===== src/rtl/fifo_wr_arbiter.sv =====
// Round-robin arbiter giving one requester at a time a burst of up to MAXBURST beats on a shared FIFO write port.
// One IDLE arbitration cycle precedes each burst; wfull stalls the burst in place without a timeout.
module fifo_wr_arbiter #(
  parameter int DSIZE    = 8,
  parameter int NREQ     = 4,
  parameter int MAXBURST = 4
) (
  input  logic                      clk,
  input  logic                      rst,
  input  logic [NREQ-1:0]           req,
  input  logic [NREQ*DSIZE-1:0]     req_data,
  input  logic                      wfull,
  output logic [NREQ-1:0]           ack,
  output logic                      winc,
  output logic [DSIZE-1:0]          wdata,
  output logic [$clog2(NREQ)-1:0]   owner,
  output logic                      busy,
  output logic                      burst_end
);

  localparam int OW = $clog2(NREQ);

  typedef enum logic {IDLE, BURST} state_t;

  state_t          state, state_nxt;
  logic [OW-1:0]   last_owner, last_owner_nxt, owner_nxt, pick;
  logic [3:0]      beat_cnt, beat_cnt_nxt;
  logic            found;
  logic [DSIZE-1:0] slot [NREQ];

  for (genvar i = 0; i < NREQ; i++) begin : g_slot
    assign slot[i] = req_data[i*DSIZE +: DSIZE];
  end

  // Scan starts just after the previous grant holder so every requester gets a turn.
  always_comb begin : rr_pick
    pick  = '0;
    found = 1'b0;
    for (int k = 1; k <= NREQ; k++) begin
      if (!found && req[OW'((int'(last_owner) + k) % NREQ)]) begin
        found = 1'b1;
        pick  = OW'((int'(last_owner) + k) % NREQ);
      end
    end
  end

  // Gating with rst keeps a beat from being written in the cycle reset hits.
  always_comb begin : outputs
    winc      = 1'b0;
    ack       = '0;
    wdata     = '0;
    busy      = 1'b0;
    burst_end = 1'b0;
    if (!rst && state == BURST) begin
      busy      = 1'b1;
      wdata     = slot[owner];
      winc      = req[owner] & ~wfull;
      ack       = winc ? (NREQ'(1) << owner) : '0;
      burst_end = ~req[owner] | (winc & (beat_cnt == 4'(MAXBURST - 1)));
    end
  end

  always_comb begin : next_state
    state_nxt      = state;
    owner_nxt      = owner;
    last_owner_nxt = last_owner;
    beat_cnt_nxt   = beat_cnt;
    case (state)
      IDLE: begin
        if (found) begin
          state_nxt      = BURST;
          owner_nxt      = pick;
          last_owner_nxt = pick;
          beat_cnt_nxt   = '0;
        end
      end
      BURST: begin
        if (winc)      beat_cnt_nxt = beat_cnt + 4'd1;
        if (burst_end) state_nxt    = IDLE;
      end
      default: state_nxt = IDLE;
    endcase
  end

  always_ff @(posedge clk or posedge rst) begin
    if (rst) begin
      state      <= IDLE;
      owner      <= '0;
      last_owner <= OW'(NREQ - 1);
      beat_cnt   <= '0;
    end else begin
      state      <= state_nxt;
      owner      <= owner_nxt;
      last_owner <= last_owner_nxt;
      beat_cnt   <= beat_cnt_nxt;
    end
  end

endmodule


===== config.mk =====
export PLATFORM = sky130hd
export DESIGN_NAME = fifo_wr_arbiter
export DESIGN_NICKNAME = d
export VERILOG_FILES = /design/src/rtl/fifo_wr_arbiter.sv
export SDC_FILE = /design/constraint.sdc
export NUM_CORES = 1
export LEC_CHECK = 0
export CAP_MARGIN = 10
export CELL_PAD_IN_SITES_DETAIL_PLACEMENT = 1
export CELL_PAD_IN_SITES_GLOBAL_PLACEMENT = 2
export CORE_MARGIN = 2
export CORE_UTILIZATION = 17
export DETAILED_ROUTE_END_ITERATION = 8
export PLACE_DENSITY = 0.81
export SKIP_CTS_REPAIR_TIMING = 1
export SYNTH_ARGS = -nofsm -noshare
export SYNTH_HDL_FRONTEND = slang
export SYNTH_SLANG_ARGS = --single-unit

===== constraint.sdc =====
create_clock -name clk -period 1.67 [get_ports clk]
set_clock_uncertainty 0.05 [all_clocks]
set_input_delay 0.334 -clock clk [delete_from_list [all_inputs] [get_ports clk]]
set_output_delay 0.334 -clock clk [all_outputs]
set_load 0.05 [all_outputs]

==> Word level (Yosys, flattened, before mapping) <==
Cells that the tools add are included.
{ "op_classes": {"n_eq_ne": 3, "order_cmp": 6, "reduce_logical": 10, "shift": 1, "n_addsub": 5, "bitwise_logic": 7, "n_mux": 37} }
{ "op_table": {"columns": ["cell", "count"], "rows": [
  ["$mux W8", 3],
  ["$mux W1", 18],
  ["$bmux W8 S2", 1],
  ["$lt A2 B4 Y1 const B", 4],
  ["$mux W4", 4],
  ["$bmux W1 S2", 5],
  ["$mux W2", 4],
  ["$pmux W4 S2", 1],
  ["$add A2 B1 Y2 const B", 2],
  ["$add A2 B2 Y2 const B", 2],
  ["$add A4 B1 Y4 const B", 1],
  ["$eq A4 B2 Y1 const B", 1],
  ["$logic_and A1 B1 Y1", 4],
  ["$logic_not A1 Y1", 4],
  ["$ne A2 B2 Y1 const B", 2],
  ["$reduce_and A2 Y1", 2],
  ["$shl A1 B2 Y4 const A", 1],
  ["$ge A3 B3 Y1 const B", 1],
  ["$lt A2 B3 Y1 const B", 1],
  ["$not A1 Y1", 3],
  ["$not A2 Y3", 1],
  ["$and A1 B1 Y1", 2],
  ["$pmux W1 S2", 1],
  ["$or A1 B1 Y1", 1]
]} }
{ "totals": {"regBits": 9, "in_bits": 39, "out_inout_bits": 17, "word_cells": 73} }

==> Logic depth before layout (Yosys ltp) <==
{ "logic_depth": {"depth_word": 16, "ltp_mapped": 4, "ltp_nobuf": 4} }

==> Worst setup path after synthesis <==
No wires, ideal clock.
{ "synth_timing": {"path_type": "register to output", "from": "register owner[0]", "to": "output port ack[0]", "path_stages_with_launch": 3, "path_slack_ns": -1.172, "path_buffers": 1, "t_required_ns": 1.286, "arrival_time_ns": 2.458, "path_cell_list": "dfrtp_1 buf_2 nor4bb_1"} }
{ "synth_between": {"elab_chain_cells": 5, "elab_cells_between_ends": 6, "classes_between": "1 x shift; 4 x mux; 1 x bitwise"} }
{ "synth_rtl": {"columns": ["element", "line_no", "rtl"], "rows": [
  ["start, declared", "16", "output logic [$clog2(NREQ)-1:0] owner,"],
  ["start signal, assigned", "93", "owner <= owner_nxt;"],
  ["$bmux W1 S2", "57", "winc = req[owner] & ~wfull;"],
  ["$mux W1 (not written as such)", "57", null],
  ["$and A1 B1 Y1", "57", null],
  ["$mux W4 (*)", "58", "ack = winc ? (NREQ'(1) << owner) : '0;"],
  ["$mux W4 (*)", "54", "if (!rst && state == BURST) begin"],
  ["end, declared", "13", "output logic [NREQ-1:0] ack,"]
]} }
Every way passes the cells marked *; elsewhere a longest branch is shown, timed or not. The select of a mux whose other input is x is not followed.

==> Worst setup path after layout <==
{ "layout_timing": {"from": "register owner[0]", "to": "output port burst_end"} }
{ "layout_between": {"elab_chain_cells": 6, "elab_cells_between_ends": 7, "classes_between": "3 x mux; 4 x bitwise"} }
{ "layout_rtl": {"columns": ["element", "line_no", "rtl"], "rows": [
  ["$bmux W1 S2 (*)", "57, 59", null],
  ["$mux W1 (not written as such) (*)", "57, 59", null],
  ["$and A1 B1 Y1", "57", null],
  ["$and A1 B1 Y1", "59", "burst_end = ~req[owner] | (winc & (beat_cnt == 4'(MAXBURST - 1)));"],
  ["$or A1 B1 Y1 (*)", "59", null],
  ["$mux W1 (*)", "54", null],
  ["end, declared", "18", "output logic burst_end"]
]} }
Marks and branches as above.

==> metrics.csv <==
metric,value,unit
outcome,"complete, but fails checks",
failing checks,setup timing,
final core utilization,0.437,
sequential fraction of the synthesis area,0.270,
share of the synthesized area in the top cell type,0.214,
CP Class,reg -> out,
P&R area growth vs syn,146,%
pwr dens,1390,nW/um^2
Rows,25,
prevailing post-synth register cell,dfrtp_1,
Final Setup Violations,15,
Finished Layout Cells,240,
Iteration-0 DRC Markers,13,
Antenna Violating Nets Remaining,0,
final worst path period need,2.04,ns
Clock Path Buffers,2,
PortBufs,55,
"EDFF count, synth",0,
Leakage,0.000935,uW
Logic pwr share,0.767,
first-pass GRT wire length,4930,um
total grt overflow,0,
initial antenna violation count,0,
gpl congestion,0.834,
Starting Density,0.177,
Detailed Routing Iterations Pass 1,4,
RSZ-0062 raised after global routing,true,
nets,214,
Mapped Cells,88,
#FFs+latches synth,9,
slew margin rel.,0.743,
via count,1071,
largest net degree at the start of global routing,10,
wire per inst,15.2,um
clk_lat worst skew,0.23,ns
VDD IR max,375,uV
Tcrit/Tclk final,1.22,
clk slew on worst S/H paths,0.04,ns
Critical Path Start Type,flip-flop,
# DRC,0,
Hold Path Class,in -> async,
DIE AREA,5540,um^2
hpwl dp,2950,um
Synth Area per Inst,9.58,um^2
dpl cells,231,
share of power burned in registers,0.149,
clock tree from TritonCTS,yes,
Slew @ Worst Pin,0.380,ns
vias in the first global route,1091,
Worst EP required,1.29,ns
final wirelength,3640,um
fmax,490,MHz
library cells used by synthesis,31,
Internal Power,1700,uW
Mapped Nets,128,
"Cell Area, Synth",843,um^2
Synth warnings,0,
# fillers,519,
CORE AREA,4750,um^2
number of H-tree levels,1,
CTS Buf Count,3,
cell taking the most area after synthesis,mux4_2,
"commonest non-fill, non-tap cells in the layout","clkdlybuf4s50_1 (32), buf_4 (25), buf_12 (17)",
GRT Util Overall,0.116,
# IOs,56,
power consumption,2880,uW
Sw Share,0.411,
max_cap viols,0,
setup_tns,-3.76,ns
Clock Sinks,9,
"commonest non-fill, non-tap cell in the layout",clkdlybuf4s50_1,
"Slew Viols, Final",0,
Post-Place Setup Slack,-0.505,ns
min setup slack post-route,-0.369,ns
Async SR Flop Fraction,1.00,
ant diodes,0,
crit path DAT,1.65,ns
share of layout cells above drive strength 1,0.480,
Clock Tree Root,clkbuf_8,
Die Span X,74.4,um
DR vias/cell,4.46,
Critical Path End Type,output port,
leading post-synthesis cells by cell area,"mux4_2 (21%), dfrtp_1 (21%), nor2b_1 (6.7%)",
Final Hold Viols,0,
Clock power frac,0.085,
chip height,74.4,um
worst-path maximum fanout,4,
sw power,1190,uW
[sequential cells by signal (all words and copies together) (netlist names)]
name / cells
beat_cnt: 4
last_owner: 2
owner: 2
state: 1
[kinds of logic (layout without fill, tap and decap cells)]
group | after synthesis | after routing | synth area share
and+or+nand+nor | 49 | 49 | 0.331
AOI/OAI and AO/OA | 11 | 11 | 0.0860
muxes | 9 | 9 | 0.245
DFF | 9 | 9 | 0.270
buffers and inverters | 7 | 92 | 0.0326
xor gates and xnor gates | 2 | 2 | 0.0208
adders and majority gates | 1 | 1 | 0.0148
[Yosys cell counts, drive strengths merged (2+ instances only)]
library cell,n
nor2,10
mux4,9
nor3b,4
inv,4
nor2b,9
nand2,10
clkbuf,2
o21ai,3
dfstp,2
dfrtp,7
nand2b,3
nand3,3
a21oi,5
[routing by layer]
| metal | part of all wire | track usage | vias up |
|---|---|---|---|
| li1 | - | - | 495 |
| met1 | 0.38 | 0.120 | 523 |
| met5 | 0 | 0 | - |
| met2 | 0.53 | 0.236 | 49 |
| met3 | 0.078 | 0.0176 | 4 |
| met4 | 0.0074 | 0.0298 | 0 |
[worst max-delay path: stages (launching register included)]
cell and delay [ns]:
dfrtp_2 0.44, mux4_2 0.62, a21oi_4 0.22, buf_12 0.15
[per-stage QoR]
stage / area, um^2 / hold slack [ns]
detailed placement: 1910 / 0.458
finish: 2080 / 0.201
CTS: 1960 / 0.463
floorplan: 951 / 0.110
global route: 2080 / 0.235
global placement: 1910 / 0.445
[layout make-up]
type / count / area (um^2) / share of cell area
timing repair buffer: 84 / 988 / 0.476
multi-input combinational: 72 / 714 / 0.344
sequential: 9 / 230 / 0.111
tap: 67 / 83.8 / 0.0404
clock buffer: 4 / 45.0 / 0.0217
inverter: 4 / 15.0 / 0.00723
[power by group through the flow]
stage                     registers, uW  logic [uW]  clock network (uW)
after global placement              415        1990                   0
after global routing                447        2340                 262
after CTS                           424        2040                 249
after detailed placement            425        2040                   0
after floorplan                     498        1030                   0
final                               429        2210                 244
[path summary, 6_finish.rpt]
| check | start | end | slack [ns] | depth (start not counted) |
|---|---|---|---|---|
| hold / removal | rst | beat_cnt[0] | 0.20 | 3 |
| setup reg to reg | owner[0] | beat_cnt[2] | -0.07 | 4 |
| max in group asynchronous | rst | last_owner[1] | 1.07 | 3 |
| hold reg to reg | last_owner[1] | last_owner[1] | 0.46 | 2 |
| setup / recovery | owner[0] | burst_end | -0.37 | 3 |
| min in group clk | last_owner[1] | last_owner[1] | 0.46 | 2 |
(Power assumes the default switching activity.)
